`src/rtl/dff_load_arbiter_pkg.sv`:
```
// +----------------------------------------------------------------------+
// | dff_arb_pkg : shared types and helpers for dff_load_arbiter          |
// | Rev 1.0                                                              |
// +----------------------------------------------------------------------+
`default_nettype none

package dff_arb_pkg;

  localparam int GAP_CNT_W = 4;

  typedef enum logic [1:0] {
    S_IDLE = 2'd0,
    S_LOAD = 2'd1,
    S_GAP  = 2'd2
  } state_t;

  function automatic int clog2(input int n);
    int r;
    r = 0;
    for (int i = 0; i < 31; i++) begin
      if ((1 << i) < n) r = i + 1;
    end
    return r;
  endfunction

endpackage

`default_nettype wire

```
`src/rtl/dff_load_arbiter_if.sv`:
```
// +----------------------------------------------------------------------+
// | dff_load_arbiter_if : requester-side bus of the load arbiter         |
// | Rev 1.0                                                              |
// +----------------------------------------------------------------------+
`default_nettype none

interface dff_load_arbiter_if
  import dff_arb_pkg::*;
#(
  parameter int NREQ  = 4,
  parameter int WIDTH = 8
) ();

  localparam int IDX_W = clog2(NREQ);

  logic [NREQ-1:0]       req;
  logic [NREQ*WIDTH-1:0] wr_data;
  logic                  clr;
  logic [NREQ-1:0]       gnt;
  logic [WIDTH-1:0]      q;
  logic                  q_valid;
  logic [IDX_W-1:0]      owner;

  modport master (
    output req, wr_data, clr,
    input  gnt, q, q_valid, owner
  );

  modport slave (
    input  req, wr_data, clr,
    output gnt, q, q_valid, owner
  );

endinterface

`default_nettype wire

```
`src/rtl/dff_load_arbiter_rr_pick.sv`:
```
// +----------------------------------------------------------------------+
// | rr_pick : first set request at or above ptr, wrapping modulo NREQ    |
// | Rev 1.0                                                              |
// +----------------------------------------------------------------------+
`default_nettype none

module rr_pick
  import dff_arb_pkg::*;
#(
  parameter int NREQ = 4,
  localparam int IDX_W = clog2(NREQ)
) (
  input  logic [NREQ-1:0]  req,
  input  logic [IDX_W-1:0] ptr,
  output logic             any,
  output logic [IDX_W-1:0] idx
);

  int w_j;

  always_comb begin
    any = 1'b0;
    idx = '0;
    w_j = 0;
    for (int k = 0; k < NREQ; k++) begin
      w_j = int'(ptr) + k;
      if (w_j >= NREQ) w_j = w_j - NREQ;
      if (!any && req[w_j]) begin
        any = 1'b1;
        idx = IDX_W'(w_j);
      end
    end
  end

endmodule

`default_nettype wire

```
`src/rtl/dff_load_arbiter.sv`:
```
// +----------------------------------------------------------------------+
// | dff_load_arbiter : round-robin load scheduler for a shared register  |
// | Rev 1.0                                                              |
// +----------------------------------------------------------------------+
`default_nettype none

module dff_load_arbiter
  import dff_arb_pkg::*;
#(
  parameter int NREQ  = 4,
  parameter int WIDTH = 8,
  parameter int GAP   = 1
) (
  input  logic               clk,
  input  logic               rstn,
  dff_load_arbiter_if.slave  bus
);

  localparam int                   IDX_W      = clog2(NREQ);
  localparam logic [IDX_W-1:0]     C_LAST     = IDX_W'(NREQ - 1);
  localparam logic [GAP_CNT_W-1:0] C_GAP_LAST = GAP_CNT_W'((GAP > 0) ? GAP - 1 : 0);

  state_t                 r_state;
  state_t                 w_state_nxt;
  logic [IDX_W-1:0]       r_ptr;
  logic [IDX_W-1:0]       r_win;
  logic [IDX_W-1:0]       r_owner;
  logic [IDX_W-1:0]       w_pick_idx;
  logic [IDX_W-1:0]       w_ptr_inc;
  logic                   w_pick_any;
  logic [GAP_CNT_W-1:0]   r_gap_cnt;
  logic [WIDTH-1:0]       r_q;
  logic                   r_q_valid;
  logic [WIDTH-1:0]       w_load_data;
  logic [NREQ-1:0]        w_gnt;
  logic                   w_load_ok;

  rr_pick #(.NREQ(NREQ)) u_rr_pick (
    .req (bus.req),
    .ptr (r_ptr),
    .any (w_pick_any),
    .idx (w_pick_idx)
  );

  assign w_ptr_inc   = (r_win == C_LAST) ? '0 : r_win + 1'b1;
  assign w_load_data = bus.wr_data[int'(r_win)*WIDTH +: WIDTH];

  always_comb begin
    w_state_nxt = r_state;
    w_gnt       = '0;
    w_load_ok   = 1'b0;
    case (r_state)
      S_IDLE: begin
        if (w_pick_any) w_state_nxt = S_LOAD;
      end
      S_LOAD: begin
        w_gnt[r_win] = 1'b1;
        // clr wins over the load; a dropped req aborts the grant
        w_load_ok    = !bus.clr && bus.req[r_win];
        w_state_nxt  = (GAP > 0) ? S_GAP : S_IDLE;
      end
      S_GAP: begin
        if (r_gap_cnt == C_GAP_LAST) w_state_nxt = S_IDLE;
      end
      default: w_state_nxt = S_IDLE;
    endcase
  end

  always_ff @(posedge clk or negedge rstn) begin
    if (!rstn) begin
      r_state   <= S_IDLE;
      r_ptr     <= '0;
      r_win     <= '0;
      r_gap_cnt <= '0;
    end else begin
      r_state <= w_state_nxt;
      if (r_state == S_IDLE && w_pick_any) r_win <= w_pick_idx;
      if (r_state == S_LOAD) begin
        r_gap_cnt <= '0;
        if (bus.clr || bus.req[r_win]) r_ptr <= w_ptr_inc;
      end else if (r_state == S_GAP) begin
        r_gap_cnt <= r_gap_cnt + 1'b1;
      end
    end
  end

  always_ff @(posedge clk or negedge rstn) begin
    if (!rstn) begin
      r_q       <= '0;
      r_q_valid <= 1'b0;
      r_owner   <= '0;
    end else if (bus.clr) begin
      r_q       <= '0;
      r_q_valid <= 1'b0;
    end else if (w_load_ok) begin
      r_q       <= w_load_data;
      r_q_valid <= 1'b1;
      r_owner   <= r_win;
    end
  end

  assign bus.gnt     = w_gnt;
  assign bus.q       = r_q;
  assign bus.q_valid = r_q_valid;
  assign bus.owner   = r_owner;

endmodule

`default_nettype wire

```
`src/flat_wrapper.sv`:
```
// flat-port wrapper written by rule: the top's interface ports become plain ports
module dff_load_arbiter_flat import dff_arb_pkg::*;
#(
  parameter int NREQ  = 4,
  parameter int WIDTH = 8,
  parameter int GAP   = 1
)
  (clk, rstn, bus_req, bus_wr_data, bus_clr, bus_gnt, bus_q, bus_q_valid, bus_owner);
  dff_load_arbiter_if #(.NREQ(NREQ), .WIDTH(WIDTH)) bus_i ();
  input  logic clk;
  input  logic rstn;
  input wire logic [$bits(bus_i.req)-1:0] bus_req;
  input wire logic [$bits(bus_i.wr_data)-1:0] bus_wr_data;
  input wire logic [$bits(bus_i.clr)-1:0] bus_clr;
  output wire logic [$bits(bus_i.gnt)-1:0] bus_gnt;
  output wire logic [$bits(bus_i.q)-1:0] bus_q;
  output wire logic [$bits(bus_i.q_valid)-1:0] bus_q_valid;
  output wire logic [$bits(bus_i.owner)-1:0] bus_owner;
  assign bus_i.req = bus_req;
  assign bus_i.wr_data = bus_wr_data;
  assign bus_i.clr = bus_clr;
  assign bus_gnt = bus_i.gnt;
  assign bus_q = bus_i.q;
  assign bus_q_valid = bus_i.q_valid;
  assign bus_owner = bus_i.owner;
  dff_load_arbiter #(.NREQ(NREQ), .WIDTH(WIDTH), .GAP(GAP)) u_core (.clk(clk), .rstn(rstn), .bus(bus_i));
endmodule
```
`config.mk`:
```
export PLATFORM = sky130hd
export DESIGN_NAME = dff_load_arbiter_flat
export DESIGN_NICKNAME = d
export VERILOG_FILES = /design/src/rtl/dff_load_arbiter_pkg.sv /design/src/rtl/dff_load_arbiter_if.sv /design/src/rtl/dff_load_arbiter_rr_pick.sv /design/src/rtl/dff_load_arbiter.sv /design/src/flat_wrapper.sv
export SDC_FILE = /design/constraint.sdc
export NUM_CORES = 1
export LEC_CHECK = 0
export ABC_AREA = 1
export CAP_MARGIN = 15
export CORE_MARGIN = 2
export CORE_UTILIZATION = 40
export CTS_BUF_LIST = sky130_fd_sc_hd__clkbuf_8
export CTS_CLUSTER_DIAMETER = 60
export DETAILED_ROUTE_END_ITERATION = 7
export PLACE_DENSITY = 0.72
export SYNTH_ARGS = -nofsm -noshare
export SYNTH_HDL_FRONTEND = slang
export SYNTH_SLANG_ARGS = --single-unit
```
`constraint.sdc`:
```
create_clock -name clk -period 2.2 [get_ports clk]
set_input_delay 0.66 -clock clk [delete_from_list [all_inputs] [get_ports clk]]
set_output_delay 0.66 -clock clk [all_outputs]
set_load 0.1 [all_outputs]
```
==> results.txt, run 1 <==
The worst hold path belongs to the class reg -> reg. For this block, the routed nets add up to 3958 µm of wire. The count of input and output buffers is 53. In the final routed layout, each cell accounts on average for 11.81 µm. 54 I/O pins were placed. Setup slack on the critical path of the routed design comes to 107.0 ps. The first routing iteration left 90 violations. TritonCTS built the clock tree. The number of nets produced by synthesis came out at 276. The data required time at the worst endpoint is 1540 ps. The setup path with the least slack is of type reg -> out. The startpoint of the worst-slack reg-to-reg timing path is u_core.r_ptr[0].

0 antenna diodes ended up in the layout. The half-perimeter wire length of the detailed placement result is 3227 µm. The global placement routability congestion is 0.7729.

The area taken by multi-input logic gates is 923.4 µm². For this block, wires on met1 add up to 1760 µm. The total met2 wirelength after detailed routing is 1930 µm. Leaving out fill and tap cells, the most frequent cell in the layout is nand2_1. The synthesized netlist contains 27 unique library cells. The number of hold violations in the final report came out at 0.

The synthesis-to-layout area growth is 42.79%. The cell count after placement is 331. From bottom edge to top edge, the die measures 67.18 µm.

In this run the cell area of the synthesized design comes to 1597 µm². In this run the power density over the cells is 1463 nW/µm². The floorplan step defined a die boundary enclosing 4512 µm². By area the synthesized netlist is led by dfrtp_1 (33%), nand2_1 (15%), ha_1 (7.1%), o21ai_0 (6.6%), nand3_1 (5.6%).

The latest clock arrival within the worst-skew pair came out at 260 ps. The initial antenna violation count is 0. The share of the clock period used by the worst path after layout came out at 95.14%. The placeable core region is 3744 µm². The detailed-route via count came out at 1627. Excluding fillers, the count of instances in the completed layout stands at 335. The flip-flop and latch count after synthesis came out at 21. The worst register-to-register path ends at u_core.r_state[0]. The root cell of the clock tree is clkbuf_8. After detailed placement, the total cell area comes to 2232 µm².

Once detail routing completed, the nets flagged for antenna violations numbered 0. In this run the most critical hold path is launched from u_core.bus.q[0]. The cell count of the worst hold path is 2. The total of warnings raised by yosys is 0. The cell type with the largest total area after synthesis is dfrtp_1. The cell count of the worst reg-to-reg path is 9.

The number of iterations in the first detailed-routing pass came out at 4. The number of rows created at floorplan came out at 22. The worst hold path terminates at u_core.bus.q[0].

Summed over all layers, the global routing overflow is 0. The routed length on met3 is 249 µm. The global-route wire length before repair came out at 6741 µm. Setup repair after global routing left no endpoint under its margin. The total setup buffers inserted after CTS is 0. The via count of the first global-routing pass came out at 1539. The post-synthesis sequential area ratio came out at 32.92%.

The number of maximum-capacitance constraint violations came out at 0. The initial core utilization is 42.65%. The peak fanout along the critical path is 13.

The number of clock buffers added by TritonCTS is 3. The critical path goes through buf_4, ha_1, nand2_1, clkinvlp_4, buf_12. The per-cell via count in the routed design is 4.857. The worst pin sits at a relative slew slack of 66.51%. At the pin with the least slew margin, the transition time is 502.4 ps. Data arrives at the worst endpoint at 1430 ps. The detailed-route DRC error count came out at 0.

The aggregate global-route resource usage came out at 19.56%. The clock arrives with 1.753 ps of skew. In this run the register-to-register setup slack is 630 ps. The count of mapped cells out of synthesis came out at 228. The delay of the slowest critical-path stage came out at 410 ps. The finished layout cell area came out at 2280 µm². Routed signal wires occupy layers up through met4. The flow ran to the end, and the final reports show no timing, DRC or antenna violations.

For this design the static power due to leakage is 1.146 nW. The setup violation total in the final timing report came out at 0. The clock sink count came out at 21.

The proportion of layout cells with a drive suffix above 1 came out at 19.16%. CTS built an H-tree with a depth of 1. The synthesized area divided by synthesized cell count is 7.002 µm². The worst setup slack after placement came out at 103.4 ps. The count of pins over their slew limit is 0. The critical path's slowest cell is dfrtp_1.

The synthesized design devotes to its leading area cell type 32.92% of total area. Across all hold checks on the routed design, the worst slack comes to 516.2 ps. The worst setup path is launched from a register. After filler insertion, the fill cell instance count of the layout stands at 381.

After the last flow step, the layout net total stands at 336. The post-route setup TNS came out at 0 ps. The top cell types in the final layout, fill and taps aside, are nand2_1 (64), clkdlybuf4s50_1 (38), o21ai_0 (21).

The post-layout minimum cycle time came out at 2093 ps. After clock tree synthesis, the clock-pin slew on the worst setup and hold paths is 80 ps. The worst-case IR drop observed on VDD is 0.0007253 V. The horizontal die dimension came out at 67.18 µm. After clock tree synthesis, the flow added hold-fix buffers numbering 0. Entering global routing, the biggest net connects 22 pins.

The capturing element type of the critical path is an output pin. The timing-limited maximum frequency came out at 0.4778 GHz. The maximum clock insertion buffer count is 2. The sequential cell area is 526.8 µm².
## where the power goes
part | leakage, nW | total [W] | internal, W | switching, W
Combinational | 0.846 | 0.00238 | 0.000754 | 0.00162
Clock | 0.0255 | 0.000258 | 0.000126 | 0.000132
Sequential | 0.274 | 0.000700 | 0.000542 | 0.000158
## worst max path at each step
| stage | startpoint | end | slack (ps) | cells after the start |
|---|---|---|---|---|
| CTS | u_core.r_win[1] | bus_gnt[2] | 100 | 5 |
| global placement | bus_req[1] | u_core.bus.q[3] | 150 | 9 |
| global route | u_core.r_win[1] | bus_gnt[2] | 20 | 5 |
| finish | u_core.r_win[1] | bus_gnt[2] | 110 | 5 |
| detailed placement | bus_req[3] | u_core.r_state[0] | 100 | 11 |
| floorplan | u_core.r_win[0] | bus_gnt[2] | 20 | 6 |
## critical path, delay by kind of cell, from the launching register on
kind,cells,cell delay [ps]
buf+inv,3,470
flops,1,410
fa+ha+maj,1,180
simple gates,1,100
## area by class of cell
class                           instances  area share (%)
Clock buffer                            3           1.811
Clock inverter                          1          0.2195
Inverter                               26           4.940
Multi-Input combinational cell        174           40.50
Sequential cell                        21           23.11
Tap cell                               48           2.634
Timing Repair Buffer                   62           26.78
## metal layers
| metal | vias to the layer above | global-route usage, % |
|---|---|---|
| li1 | 857 | - |
| met1 | 721 | 24.56 |
| met2 | 44 | 34.28 |
| met3 | 5 | 6.167 |
| met4 | 0 | 1.531 |
| met5 | - | 0 |
## logic make-up (layout without fill, tap and decap cells)
logic type / Yosys count / count (layout) / synth area share (%)
adder cells (fa/ha/maj): 9 / 9 / 7.053
buffers and inverters: 33 / 92 / 9.248
AND/OR/NAND/NOR: 125 / 125 / 37.07
AO/OA/AOI/OAI: 40 / 40 / 13.71
flip-flops: 21 / 21 / 32.92
## stage by stage
stage / utilization, % / total power [W]
detailed placement: 59.63 / 0.003093
CTS: 60.86 / 0.003354
floorplan: - / 0.002483
global route: 60.90 / 0.003599
global placement: 59.63 / 0.003067
finish: 60.90 / 0.003336
## flip-flops by register name (all words and copies together) (netlist names)
signal              cells
u_core.bus.q            8
u_core.r_gap_cnt        4
u_core.bus.owner        2
u_core.r_ptr            2
u_core.r_state          2
u_core.r_win            2
u_core.bus.q_valid      1
## cells in the mapped netlist, drive strengths merged
master and n:
inv 24, buf 6, nor3 2, clkbuf 1
and2 1, dfrtp 21, a21oi 3, nand4 3
nand2 79, o211ai 1, nor2 20, ha 9
o21a 1, o21ai 27, nand3 20, o22ai 8
clkinv 2
## what timing repair did
| item | in CTS | in global routing |
|---|---|---|
| gates resized for setup | 0 | 1 |
| endpoints found under the hold margin | 0 | 0 |
| setup endpoints to repair | 0 | 1 |
No activity file was read; power rests on OpenSTA's default activity.
==> run 2: changes to the inputs <==
--- a/config.mk
+++ b/config.mk
@@ -12,7 +12,8 @@
 export CTS_BUF_LIST = sky130_fd_sc_hd__clkbuf_8
 export CTS_CLUSTER_DIAMETER = 60
 export DETAILED_ROUTE_END_ITERATION = 7
-export PLACE_DENSITY = 0.72
+export DONT_BUFFER_PORTS = 1
+export PLACE_DENSITY = 0.5
 export SYNTH_ARGS = -nofsm -noshare
 export SYNTH_HDL_FRONTEND = slang
 export SYNTH_SLANG_ARGS = --single-unit
==> run 2 against run 1 <==
Net effect: maximum frequency fell by 1.2%; clock skew hardly changed; non-clock buffer count down 42; routed wire length shrank 6.7%; register-to-register slack got worse by 70 ps; global-route usage fell by 1.5 points; final cell count decreased by 13%; die area unchanged; critical path type unchanged; critical endpoint unchanged; largest cell class unchanged; highest routed layer unchanged.
==> results.txt, run 2 (synthesized netlist as in run 1, its figures left out) <==
The total setup buffers inserted after CTS is 0 (unchanged). The setup violation total in the final timing report is 0 (unchanged). The H-tree depth reported by CTS was 1 (unchanged). The hold buffer count at CTS came out at 0 (unchanged). The detailed-route via count came out at 1489 (was 1627). The height of the die came out at 67.18 µm (unchanged).

The worst setup slack after placement came out at 345.0 ps (was 103.4 ps). The transition time at the pin with the least slew margin came out at 513.3 ps (was 502.4 ps). Commonest cells after routing, fill and taps aside: nand2_1 (64), o21ai_0 (21), dfrtp_1 (21) (was nand2_1 (64), clkdlybuf4s50_1 (38), o21ai_0 (21)). The pin count of the biggest net entering global routing came to 22 (unchanged). The number of flip-flops under the largest register name came to 8 (unchanged). The placeable core region came out at 3744 µm² (unchanged). Unrepaired setup endpoints after global routing: false (unchanged). The die area is 4512 µm² (unchanged). The data arrival at the endpoint of the critical path came to 1460 ps (was 1430 ps). The synthesis-to-layout area growth came out at 17.01% (was 42.79%). The register share of total power came out at 21.0% (about the same). The number of iterations in the first detailed-routing pass is 6 (was 4). The clock-pin slew reported for the worst setup and hold paths after clock tree synthesis is 80 ps (about the same). The setup slack on the worst flop-to-flop path came out at 560 ps (was 630 ps). The number of hold violations in the final report is 0 (unchanged). The total global routing overflow came to 0 (unchanged). The kind of start point of the critical path is a register (unchanged).

The minimum hold slack came out at 89.70 ps (was 516.2 ps). The global placement routability congestion is 0.7815 (was 0.7729). The maximum resistive drop on vdd is 0.001011 V (was 0.0007253 V).

The count of input and output buffers is 0 (was 53). The CTS tree is built (unchanged). The count of boundary I/O pins is 54 (unchanged).

The most frequent standard cell in the layout excluding fill and tap cells was nand2_1 (unchanged). The count of pins over their slew limit came out at 0 (unchanged). The headroom to the max-slew limit is 65.78% (was 66.51%).

The classification of the worst setup path is reg -> out (unchanged). The root cell of the clock tree was clkbuf_8 (unchanged). The switching power is 0.001877 W (was 0.001914 W).

The endpoint of the worst-slack reg-to-reg timing path is u_core.r_win[1] (was u_core.r_state[0]). The half-perimeter wire length of the detailed placement result came out at 2940 µm (was 3227 µm). Result of the run: completed (unchanged). The total number of nets in the final design is 294 (was 336). The proportion of layout cells with a drive suffix above 1 is 20.41% (was 19.16%).

The startpoint of the worst-slack reg-to-reg timing path is u_core.r_ptr[0] (unchanged). The post-layout minimum cycle time is 2118 ps (was 2093 ps). The clock group share of total power came out at 7.7% (about the same). The aggregate global-route resource usage came to 18.03% (was 19.56%). The aggregate routed wire length is 3693 µm (was 3958 µm).

The initial DRC count came out at 90 (unchanged). The maximum clock insertion buffer count is 2 (unchanged). The detailed-route DRC error count came out at 0 (unchanged). The data required time at the worst endpoint came out at 1540 ps (about the same). The post-route setup TNS is 0 ps (unchanged). The leakage power is 0.9799 nW (was 1.146 nW). The global-route wire length before repair is 6265 µm (was 6741 µm).

The final core area utilization was 49.90% (was 60.90%). The capturing element type of the critical path was an output pin (unchanged). The horizontal die dimension came to 67.18 µm (unchanged). The initial antenna violation count was 0 (unchanged).

The final routed wire length divided by cell count came out at 12.60 µm (was 11.81 µm). The number of maximum-capacitance constraint violations is 0 (unchanged). The cell area reported after detailed placement is 1822 µm² (was 2232 µm²). The finished layout cell area is 1868 µm² (was 2280 µm²).

The initial core utilization is 42.65% (unchanged). The number of rows created at floorplan was 22 (unchanged). The worst setup skew after layout was 2.148 ps (was 1.753 ps). The cell count of the worst reg-to-reg path came out at 11 (was 9). The peak fanout along the critical path came out at 10 (was 13). The internal power contribution is 0.001344 W (was 0.001422 W). The sequential cell area was 525.5 µm² (was 526.8 µm²). The per-cell via count in the routed design is 5.082 (was 4.857).

The count of cells resized by post-cts repair is 0 (unchanged). The latest clock arrival within the worst-skew pair is 260 ps (about the same). The antenna diode count was 0 (unchanged). The power per cell area was 1724 nW/µm² (was 1463 nW/µm²). The clock sink count came out at 21 (unchanged). The path category of the worst min-delay check is in -> async (was reg -> reg).

The switching share of total power came out at 58.28% (was 57.38%). The timing-limited maximum frequency came out at 0.4720 GHz (was 0.4778 GHz). The via count of the first global-routing pass came out at 1405 (was 1539).

The area taken by multi-input logic gates came out at 923.4 µm² (unchanged). The share of the clock period used by the worst path after layout came out at 96.29% (was 95.14%). The number of clock buffers inserted by TritonCTS is 3 (unchanged). The count of filler cells inserted in the layout came out at 392 (was 381). The count of nets left with antenna violations after detail routing is 0 (unchanged).

The setup slack after layout is 81.55 ps (was 107.0 ps). The share of total power in combinational logic came out at 71.3% (about the same).
run 2: how the worst max path moves through the flow:
stage,startpoint,slack (ps),end,depth (start not counted)
after CTS,u_core.r_win[0],60,bus_gnt[2],5
after global placement,u_core.r_win[0],380,bus_gnt[0],5
after detailed placement,u_core.r_win[0],340,bus_gnt[0],5
final,u_core.r_win[0],80,bus_gnt[2],5
after global routing,u_core.r_win[0],6,bus_gnt[0],5
after floorplan,u_core.r_win[0],20,bus_gnt[2],6
run 2: final cells by class:
cell class              instances  share of cell area [%]
flip-flops and latches         21                   28.13
clock inverters                 1                  0.2679
multi-input cells             174                   49.43
well taps                      48                   3.215
inverters                      26                   6.028
repair buffers                 20                   10.72
clock buffers                   3                   2.210
run 2: power by group through the flow:
stage / clock network [W] / logic [W] / registers, W
3_5_place_dp: 0 / 0.00231 / 0.000683
3_3_place_gp: 0 / 0.00228 / 0.000675
2_1_floorplan: 0 / 0.00135 / 0.00113
4_1_cts: 0.000261 / 0.00232 / 0.000676
5_1_grt: 0.000272 / 0.00253 / 0.000698
6_report: 0.000247 / 0.00230 / 0.000677
run 2: metal layers:
metal | part of all wire, % | vias to the layer above | wire, µm | GRT usage, %
met1 | 42 | 668 | 1536 | 22.64
met2 | 52 | 48 | 1919 | 32.18
met5 | 0 | - | 0 | 0
li1 | - | 771 | - | -
met4 | 0.22 | 0 | 8 | 2.041
met3 | 6.2 | 2 | 229 | 4.500
run 2: metrics by stage:
stage / cells / power, W
2_1_floorplan: 228 / 0.002483
3_3_place_gp: 289 / 0.002951
3_5_place_dp: 289 / 0.002995
4_1_cts: 293 / 0.003256
5_1_grt: 293 / 0.003499
6_report: 293 / 0.003220
run 2: critical path, cell delays in order (launching register included):
cell and delay (ps):
dfrtp_1 520, inv_2 100, ha_1 200, nand2_1 100, clkinvlp_4 100, buf_12 170
==> run 3: changes to the inputs <==
--- a/config.mk
+++ b/config.mk
@@ -13,7 +13,6 @@
 export CTS_CLUSTER_DIAMETER = 60
 export DETAILED_ROUTE_END_ITERATION = 7
 export DONT_BUFFER_PORTS = 1
-export PLACE_DENSITY = 0.5
 export SYNTH_ARGS = -nofsm -noshare
 export SYNTH_HDL_FRONTEND = slang
 export SYNTH_SLANG_ARGS = --single-unit
==> run 3 against run 2 <==
Net effect: first-iteration DRC count decreased by 59%; critical endpoint unchanged; sequential power up 0.7%; routed wire length decreased by 2.8%; clock skew is 3.6 ps higher; die area stayed put; largest cell class unchanged; count of clock-buffer cells in the layout unchanged; design area rose by 0.27%; via count fell by 3.0%; combinational power barely moved.
==> results.txt, run 3 (synthesized netlist as in run 1, its figures left out) <==
The kind of start point of the critical path is a register (unchanged). The latest clock arrival within the worst-skew pair is 260 ps (about the same). The antenna diode count came to 0 (unchanged).

The final routed wire length divided by cell count came out at 12.25 µm (was 12.60 µm). The transition time at the pin with the least slew margin came out at 486.0 ps (was 513.3 ps). The aggregate global-route resource usage came out at 18.45% (was 18.03%). The data arrival at the endpoint of the critical path came to 1410 ps (was 1460 ps). The clock sink count came to 21 (unchanged).

The capturing element type of the critical path is an output pin (unchanged). The count of boundary I/O pins is 54 (unchanged). The worst setup slack after placement is 308.6 ps (was 345.0 ps).

Unrepaired setup endpoints after global routing: false (unchanged). The clock-pin slew reported for the worst setup and hold paths after clock tree synthesis came out at 80 ps (about the same). The critical path's slowest cell is dfrtp_1 (unchanged).

The die area is 4512 µm² (unchanged). The number of maximum-capacitance constraint violations is 0 (unchanged). The most frequent standard cell in the layout excluding fill and tap cells was nand2_1 (unchanged). The count of nets left with antenna violations after detail routing came out at 0 (unchanged). The total power consumption of the routed design came out at 0.003227 W (was 0.003220 W). The minimum hold slack is 81.78 ps (was 89.70 ps).

The pin count of the biggest net entering global routing was 22 (unchanged). The CTS tree is built (unchanged). The number of flip-flops under the largest register name came out at 8 (unchanged). The height of the die is 67.18 µm (unchanged). The initial core utilization is 42.65% (unchanged). The data required time at the worst endpoint is 1540 ps (about the same). The setup slack on the worst flop-to-flop path came out at 580 ps (was 560 ps). The half-perimeter wire length of the detailed placement result is 2872 µm (was 2940 µm).

The number of clock buffers inserted by TritonCTS came out at 3 (unchanged). The leakage power is 0.9800 nW (was 0.9799 nW). The global-route met1 utilization was 23.89% (was 22.64%).

The via count of the first global-routing pass is 1407 (was 1405). The share of the clock period used by the worst path after layout came out at 93.97% (was 96.29%). The number of hold violations in the final report came out at 0 (unchanged). The cell count of the worst reg-to-reg path came out at 7 (was 11).

The headroom to the max-slew limit is 67.60% (was 65.78%). The endpoint of the worst-slack reg-to-reg timing path is u_core.bus.q[7] (was u_core.r_win[1]). The delay of the slowest critical-path stage is 410 ps (was 520 ps).

Commonest cells after routing, fill and taps aside: nand2_1 (64), o21ai_0 (21), dfrtp_1 (20) (was nand2_1 (64), o21ai_0 (21), dfrtp_1 (21)). The setup violation total in the final timing report was 0 (unchanged). The total global routing overflow is 0 (unchanged). The per-cell via count in the routed design came out at 4.928 (was 5.082). The total number of nets in the final design is 294 (unchanged). The placeable core region is 3744 µm² (unchanged). The synthesis-to-layout area growth came out at 17.32% (was 17.01%). The startpoint of the worst-slack reg-to-reg timing path is u_core.r_state[1] (was u_core.r_ptr[0]). The aggregate routed wire length is 3588 µm (was 3693 µm). The path category of the worst min-delay check is in -> async (unchanged). The post-route setup TNS was 0 ps (unchanged).

The hold buffer count at CTS came out at 0 (unchanged). The number of iterations in the first detailed-routing pass is 4 (was 6). The maximum resistive drop on vdd is 0.0008487 V (was 0.001011 V). The initial DRC count is 37 (was 90). The root cell of the clock tree was clkbuf_8 (unchanged).

The classification of the worst setup path was reg -> out (unchanged). The detailed-route DRC error count came out at 0 (unchanged). The setup slack after layout is 132.7 ps (was 81.55 ps).

The timing-limited maximum frequency came out at 0.4837 GHz (was 0.4720 GHz). The global placement routability congestion is 0.7806 (was 0.7815). The count of input and output buffers is 0 (unchanged). The met3 routing resource usage after global routing is 3.667% (was 4.500%). The peak fanout along the critical path is 5 (was 10). The global-route wire length before repair came out at 6334 µm (was 6265 µm). The H-tree depth reported by CTS is 1 (unchanged). Result of the run: completed (unchanged). The number of rows created at floorplan came to 22 (unchanged). The post-layout minimum cycle time is 2067 ps (was 2118 ps). The count of pins over their slew limit came out at 0 (unchanged).

The count of filler cells inserted in the layout came out at 397 (was 392). The detailed-route via count is 1444 (was 1489). The met2 capacity usage during global routing came out at 31.19% (was 32.18%). Cells along the critical path: inv_1, ha_1, nand2_1, clkinvlp_4, buf_12 (was inv_2, ha_1, nand2_1, clkinvlp_4, buf_12). The proportion of layout cells with a drive suffix above 1 came out at 20.82% (was 20.41%).

The power per cell area is 1723 nW/µm² (was 1724 nW/µm²). The initial antenna violation count came out at 0 (unchanged). The maximum clock insertion buffer count came out at 2 (unchanged). The post-layout instance count excluding filler cells is 293 (unchanged). The horizontal die dimension is 67.18 µm (unchanged). The total setup buffers inserted after CTS is 0 (unchanged). The cell count after placement came to 289 (unchanged). The global routing's busiest layer was met2 (unchanged).

The worst setup skew after layout is 5.796 ps (was 2.148 ps).
-- run 3: cell counts in the layout (fill, tap and decap cells not counted) --
Identical to the previous run, type by type.
-- run 3: where the power goes --
group | switching, W | internal, W | leakage [nW]
clock | 0.000128 | 0.000126 | 0.0255
combinational | 0.00161 | 0.000684 | 0.680
sequential | 0.000142 | 0.000541 | 0.274
total | 0.00188 | 0.00135 | 0.980
-- run 3: worst max-delay path by stage --
| stage | start | endpoint | slack, ps |
|---|---|---|---|
| detailed placement | u_core.r_win[0] | bus_gnt[1] | 310 |
| finish | u_core.r_state[1] | bus_gnt[2] | 130 |
| global route | u_core.r_win[0] | bus_gnt[1] | 30 |
| global placement | u_core.r_win[0] | bus_gnt[1] | 350 |
| CTS | u_core.r_win[0] | bus_gnt[1] | 20 |
| floorplan | u_core.r_win[0] | bus_gnt[2] | 20 |
-- run 3: cell type report --
cell class                 count  area [µm²]  share of cell area [%]
sequential                    21       526.8                   28.12
tap                           48       60.06                   3.206
multi-input combinational    174       923.4                   49.30
clock buffer                   3       41.29                   2.204
clock inverter                 1       5.005                  0.2672
inverter                      26       112.6                   6.012
timing repair buffer          20       203.9                   10.89
-- run 3: through the flow --
stage          utilization (%)  area, µm²
2_1_floorplan                -       1604
3_3_place_gp             48.66       1822
3_5_place_dp             48.66       1822
4_1_cts                  49.90       1868
5_1_grt                  50.03       1873
6_report                 50.03       1873
-- run 3: timing repair --
item | 4_1_cts | 5_1_grt
setup endpoints to repair | 0 | 1
hold endpoints to repair | 0 | 0
gates resized for setup | 0 | 2
-- run 3: per-layer routing --
layer / vias up / share of wire (%)
li1: 773 / -
met1: 629 / 46
met2: 37 / 47
met3: 5 / 5.9
met4: 0 / 1.2
met5: - / 0
-- run 3: worst max-delay path, delay by kind of cell, from the launching register on --
kind	cells	cell delay (ps)
buffers and inverters	3	340
AND/OR/NAND/NOR	1	120
adder cells (fa/ha/maj)	1	270
flip-flops	1	410
